## config.mk

```make
export PLATFORM = sky130hd
export DESIGN_NAME = iir_1st_inverse_dr
export DESIGN_NICKNAME = d
export VERILOG_FILES = /design/src/rtl/iir_pkg.sv /design/src/rtl/round_sat.sv /design/src/rtl/iir_1st_inverse_dr.sv
export SDC_FILE = /design/constraint.sdc
export NUM_CORES = 1
export LEC_CHECK = 0
export CAP_MARGIN = 30
export CORE_ASPECT_RATIO = 2
export CORE_MARGIN = 3
export CORE_UTILIZATION = 55
export CTS_CLUSTER_DIAMETER = 80
export DETAILED_ROUTE_END_ITERATION = 16
export HOLD_SLACK_MARGIN = 0.1
export PLACE_DENSITY = 0.73
export REMOVE_ABC_BUFFERS = 1
export SLEW_MARGIN = 5
export SYNTH_ARGS = -nofsm -noshare
export SYNTH_HDL_FRONTEND = slang
export SYNTH_SLANG_ARGS = --single-unit
```

## constraint.sdc

```tcl
create_clock -name clk -period 6.9 [get_ports clk]
set_input_delay 0.69 -clock clk [delete_from_list [all_inputs] [get_ports clk]]
set_output_delay 0.69 -clock clk [all_outputs]
set_load 0.01 [all_outputs]
```

## src/rtl/iir_pkg.sv

```systemverilog
// iir_pkg: shared widths, default coefficients and rounding constants for the IIR filter chain
package iir_pkg;
  localparam int DEF_IN_W = 13;
  localparam int DEF_OUT_W = 8;
  localparam int DEF_B_W = 12;
  localparam int DEF_B_FRAC = 11;
  localparam int DEF_G_W = 16;
  localparam int DEF_SHIFT = 11;
  localparam int SAT_W = 16;
  localparam logic [DEF_B_W-1:0] DEF_B_COEFF = 12'h783;
  localparam logic [DEF_G_W-1:0] DEF_G_COEFF = 16'd1;
endpackage

```

## src/rtl/round_sat.sv

```systemverilog
// round_sat: round half up at SHIFT, clamp to signed OUT_W, flag the clamp
module round_sat #(
  parameter int P_W = 42,
  parameter int SHIFT = 11,
  parameter int OUT_W = 8
) (
  input  logic signed [P_W-1:0]   p,
  output logic signed [OUT_W-1:0] q,
  output logic                    ovf
);
  localparam int R_W = P_W + 1 - SHIFT;
  localparam logic signed [P_W:0] RND = (P_W+1)'(1) <<< (SHIFT - 1);
  localparam logic signed [R_W-1:0] MAXV = R_W'((1 << (OUT_W - 1)) - 1);
  localparam logic signed [R_W-1:0] MINV = ~MAXV;
  logic signed [P_W:0] s;
  logic signed [R_W-1:0] r;
  logic hi, lo;
  // one extra bit keeps the rounding add from wrapping
  always_comb begin
    s = (P_W+1)'(p) + RND;
    r = R_W'(s >>> SHIFT);
    hi = r > MAXV;
    lo = r < MINV;
    ovf = hi | lo;
    q = hi ? OUT_W'(MAXV) : lo ? OUT_W'(MINV) : OUT_W'(r);
  end
endmodule

```

## src/rtl/iir_1st_inverse_dr.sv

```systemverilog
// iir_1st_inverse_dr: 3-stage streaming inverse of a 1st-order IIR stage with saturation counter
module iir_1st_inverse_dr
  import iir_pkg::*;
#(
  parameter int IN_W = DEF_IN_W,
  parameter int OUT_W = DEF_OUT_W,
  parameter int B_W = DEF_B_W,
  parameter int B_FRAC = DEF_B_FRAC,
  parameter logic [B_W-1:0] B_COEFF = DEF_B_COEFF,
  parameter int G_W = DEF_G_W,
  parameter logic [G_W-1:0] G_COEFF = DEF_G_COEFF,
  parameter int SHIFT = DEF_SHIFT
) (
  input  logic                    clk,
  input  logic                    reset_n,
  input  logic                    clear,
  input  logic                    in_valid,
  output logic                    in_ready,
  input  logic signed [IN_W-1:0]  data_in,
  output logic                    out_valid,
  input  logic                    out_ready,
  output logic signed [OUT_W-1:0] data_out,
  output logic [SAT_W-1:0]        sat_count
);
  localparam int D_W = IN_W + B_W + 1;
  localparam int P_W = D_W + G_W;
  localparam logic signed [B_W-1:0] B_S = B_COEFF;
  localparam logic signed [G_W-1:0] G_S = G_COEFF;
  logic signed [IN_W-1:0] y_prev, s1_y, s1_yp;
  logic signed [D_W-1:0] s2_d, d_c;
  logic signed [P_W-1:0] p_c;
  logic signed [OUT_W-1:0] q;
  logic s1_v, s2_v, en, acc, ovf;
  assign en = !out_valid | out_ready;
  assign in_ready = en & !clear;
  assign acc = in_valid & in_ready;
  assign d_c = (D_W'(s1_y) <<< B_FRAC) - D_W'(B_S) * D_W'(s1_yp);
  assign p_c = P_W'(s2_d) * P_W'(G_S);
  round_sat #(.P_W(P_W), .SHIFT(SHIFT), .OUT_W(OUT_W)) u_rs (.p(p_c), .q(q), .ovf(ovf));
  // whole pipeline moves together; history only advances on an accepted sample
  always_ff @(posedge clk or negedge reset_n) begin
    if (!reset_n) begin
      y_prev <= '0;
      s1_y <= '0;
      s1_yp <= '0;
      s1_v <= 1'b0;
      s2_d <= '0;
      s2_v <= 1'b0;
      out_valid <= 1'b0;
      data_out <= '0;
      sat_count <= '0;
    end else if (clear) begin
      y_prev <= '0;
      s1_v <= 1'b0;
      s2_v <= 1'b0;
      out_valid <= 1'b0;
      sat_count <= '0;
    end else if (en) begin
      s1_v <= acc;
      if (acc) begin
        s1_y <= data_in;
        s1_yp <= y_prev;
        y_prev <= data_in;
      end
      s2_v <= s1_v;
      s2_d <= d_c;
      out_valid <= s2_v;
      if (s2_v) begin
        data_out <= q;
        if (ovf && sat_count != '1) sat_count <= sat_count + 1'b1;
      end
    end
  end
endmodule
```

==> flow_summary.ini <==
[detailed_routing]
vias = 5227
wirelength_um = 15280
dr.pass1.iters = 4
drtIter0Drc = 126
post_drt_wl_per_cell_um = 16.25
remaining_drc_errors = 0
ant_nets = 0
via_per_inst = 5.561

[clock_tree]
clk_pin_slew_ns = 0.06
cts_max_level = 3
clockBufferDepth = 2
cts.sinks = 82
insertion_delay_ns = 0.34
ctsResizeCount = 0
numCtsBuffers = 9
cts_tree = done
cts-root-buf = clkbuf_16
post_cts_buffers = 0
holdBufCountCts = 0

[synth]
synth_top_area_share_pct = 28.68
yosysWarnings = 0
synth-seq-area-share_pct = 28.68
synth_area_per_cell_um2 = 9.592
async_flop_share_pct = 100.0
synth_top_area_cell = dfrtp_1
syn-cell-area_um2 = 7156
ys.flop_type = dfrtp_1
synth_cell_types = 62
syn_inst = 746
synth-seq-cells = 82
post_synth_main_area_contributors = dfrtp_1, ha_1, fa_1
synth_edf_count = 0

[critical_path]
critPathTopFamily = adder cells
crit_path_max_incr_delay_ns = 0.61
r2r_cells = 18
crit_cells = 18
worst_setup_path_end_kind = flip-flop
crit_top_cell = inv_1
critical_path_class = reg2reg
crit_arrival_ns = 5.93
path_cells = inv_1, fa_1, inv_1, ha_1, inv_1, fa_1, fa_1, inv_1, ha_1, fa_1, inv_1, ha_1, a21oi_1, o21ai_0, o21ba_2, a21oi_1, or4_1, a31oi_1
crit_path_max_fanout = 10
crit_slowest_cell = dfrtp_1
critPathLaunchType = flip-flop
cp.required_ns = 7.16
crit_path_start = s1_yp[12]
reg2reg_from = s1_yp[12]
critical_path_buf_inv_count = 5

[placement]
dp_slack_ns = 1.250
dp_hpwl_um = 12460
gp_congestion = 0.8784
port_buffers = 43

[timing]
fmax_mhz = 176.3
rsz0062_at_grt = no
report.final.slew_viol_count = 0
setup_slack_ns = 1.229
worst_slew_pin_slew_ns = 0.7505
fin_crit_ns = 5.671
setup_viol = 0
timing.clock.skew_ns = 0.007998
timing.slew.headroom_pct = 49.73
tns_ns = 0
hold_viol = 0
period_share_pct = 82.19

[floorplanning]
io_pins = 44
die_area_um2 = 14500
initial_core_util_pct = 56.67
die_w_um = 86.66
core_um2 = 12630
die_h_um = 167.3
rows = 58

[global_route]
grt_antenna_before_repair = 0
grt_pass1_wl_um = 25760
grt_pass1_vias = 5498
grt_use_total_pct = 22.54
grt_max_degree = 53
grt_overflow_total = 0

[final_layout]
diodes = 0
drive_gt1_share_pct = 6.456
syn2layout_area_growth_pct = 12.08
fin_nets = 950

[flow_run]
timing.max_cap.violations = 0

[pwr]
power.density_nw_per_um2 = 423.4
leakage_uw = 0.003854
irDropWorstVdd_mv = 0.3314

[run_status]
status = complete, no violations

[worst_hold_path]
hp-class = in2async
synthesized netlist by cell type, drive strengths merged, types with 4 or more instances:
cell type,n
inv,127
fa,53
o21ai,54
nor2,32
or3,4
nand4,8
xnor2,15
nand3,13
a2111oi,9
nor2b,16
clkbuf,15
a21oi,22
dfrtp,82
nand2b,6
a211oi,10
and3,7
xor2,9
nand2,92
nor3,5
buf,5
a21boi,5
and2,5
mux2,19
o211ai,5
ha,93
layout by cell type (no fill, tap or decap), drive strengths merged, types with 10 or more instances in the layout:
master         Yosys  final
a211oi            10     10
a21oi             22     22
clkdlybuf4s50      0     42
dfrtp             82     82
fa                53     53
ha                93     93
inv              127    127
mux2              19     19
nand2             92     92
nand3             13     13
nor2              32     32
nor2b             16     16
o21ai             54     54
xnor2             15     15
worst register-to-register path: stages (launching register included):
cell     delay, ns
dfrtp_1       0.61
inv_1         0.37
fa_1          0.58
inv_1         0.04
ha_1          0.27
inv_1         0.06
fa_1          0.51
fa_1          0.53
inv_1         0.05
ha_1          0.30
fa_1          0.51
inv_1         0.04
ha_1          0.35
a21oi_1       0.23
o21ai_0       0.12
o21ba_2       0.26
a21oi_1       0.10
or4_1         0.48
a31oi_1       0.18
registers in the layout, indices dropped and copies added (netlist names):
| register | flops |
|---|---|
| data_out | 8 |
| out_valid | 1 |
| s1_v | 1 |
| s1_y | 13 |
| s1_yp | 13 |
| s2_d | 16 |
| s2_v | 1 |
| sat_count | 16 |
| y_prev | 13 |
worst paths after layout:
| check | endpoint | slack (ns) |
|---|---|---|
| worst min register to register | data_out[2] | 0.48 |
| worst min-delay path | data_out[3] | 0.33 |
| max in group asynchronous | y_prev[8] | 5.61 |
| min in group clk | data_out[2] | 0.48 |
| worst max register to register | s2_d[25] | 1.23 |
| worst max-delay path | s2_d[25] | 1.23 |
power by group:
part / leakage, uW / total [uW] / internal, uW / switching [uW]
combinational: 0.00265 / 2210 / 966 / 1240
sequential: 0.00106 / 705 / 588 / 117
clock: 0.000141 / 485 / 280 / 205
total: 0.00385 / 3400 / 1830 / 1560
metal layers:
layer / wire length, um / up-vias / track usage, %
met5: 0 / - / 0
met4: 778 / 0 / 11.60
met3: 355 / 42 / 3.003
met2: 8933 / 90 / 43.53
met1: 5211 / 2564 / 22.25
li1: - / 2531 / -
per-stage QoR:
step	utilization, %	hold slack, ns	power [uW]	cell area (um2)	std cells
2_1_floorplan	-	0.3944	2357	7058	726
5_1_grt	63.52	0.3774	3738	8020	940
4_1_cts	63.52	0.3489	3425	8020	940
3_3_place_gp	61.07	0.4608	2817	7711	924
3_5_place_dp	61.19	0.4671	2923	7726	925
6_report	63.52	0.3299	3396	8020	940
cell type report:
cell class	count	area, um2
clock buffers	9	225.2
well taps	150	187.7
fillers	1037	4607
clock inverters	6	68.82
repair buffers	49	480.5
flip-flops and latches	82	2052
multi-input cells	516	4526
inverters	128	480.5
kinds of logic after synthesis:
group	after synthesis	share of synthesized area, %
buffers and inverters	148	8.078
DFF	82	28.68
AOI/OAI and AO/OA	124	12.48
adders and majority gates	146	31.09
muxes	21	3.270
and+or+nand+nor	201	13.46
xor gates and xnor gates	24	2.938
Power figures use the tool's default switching activity.
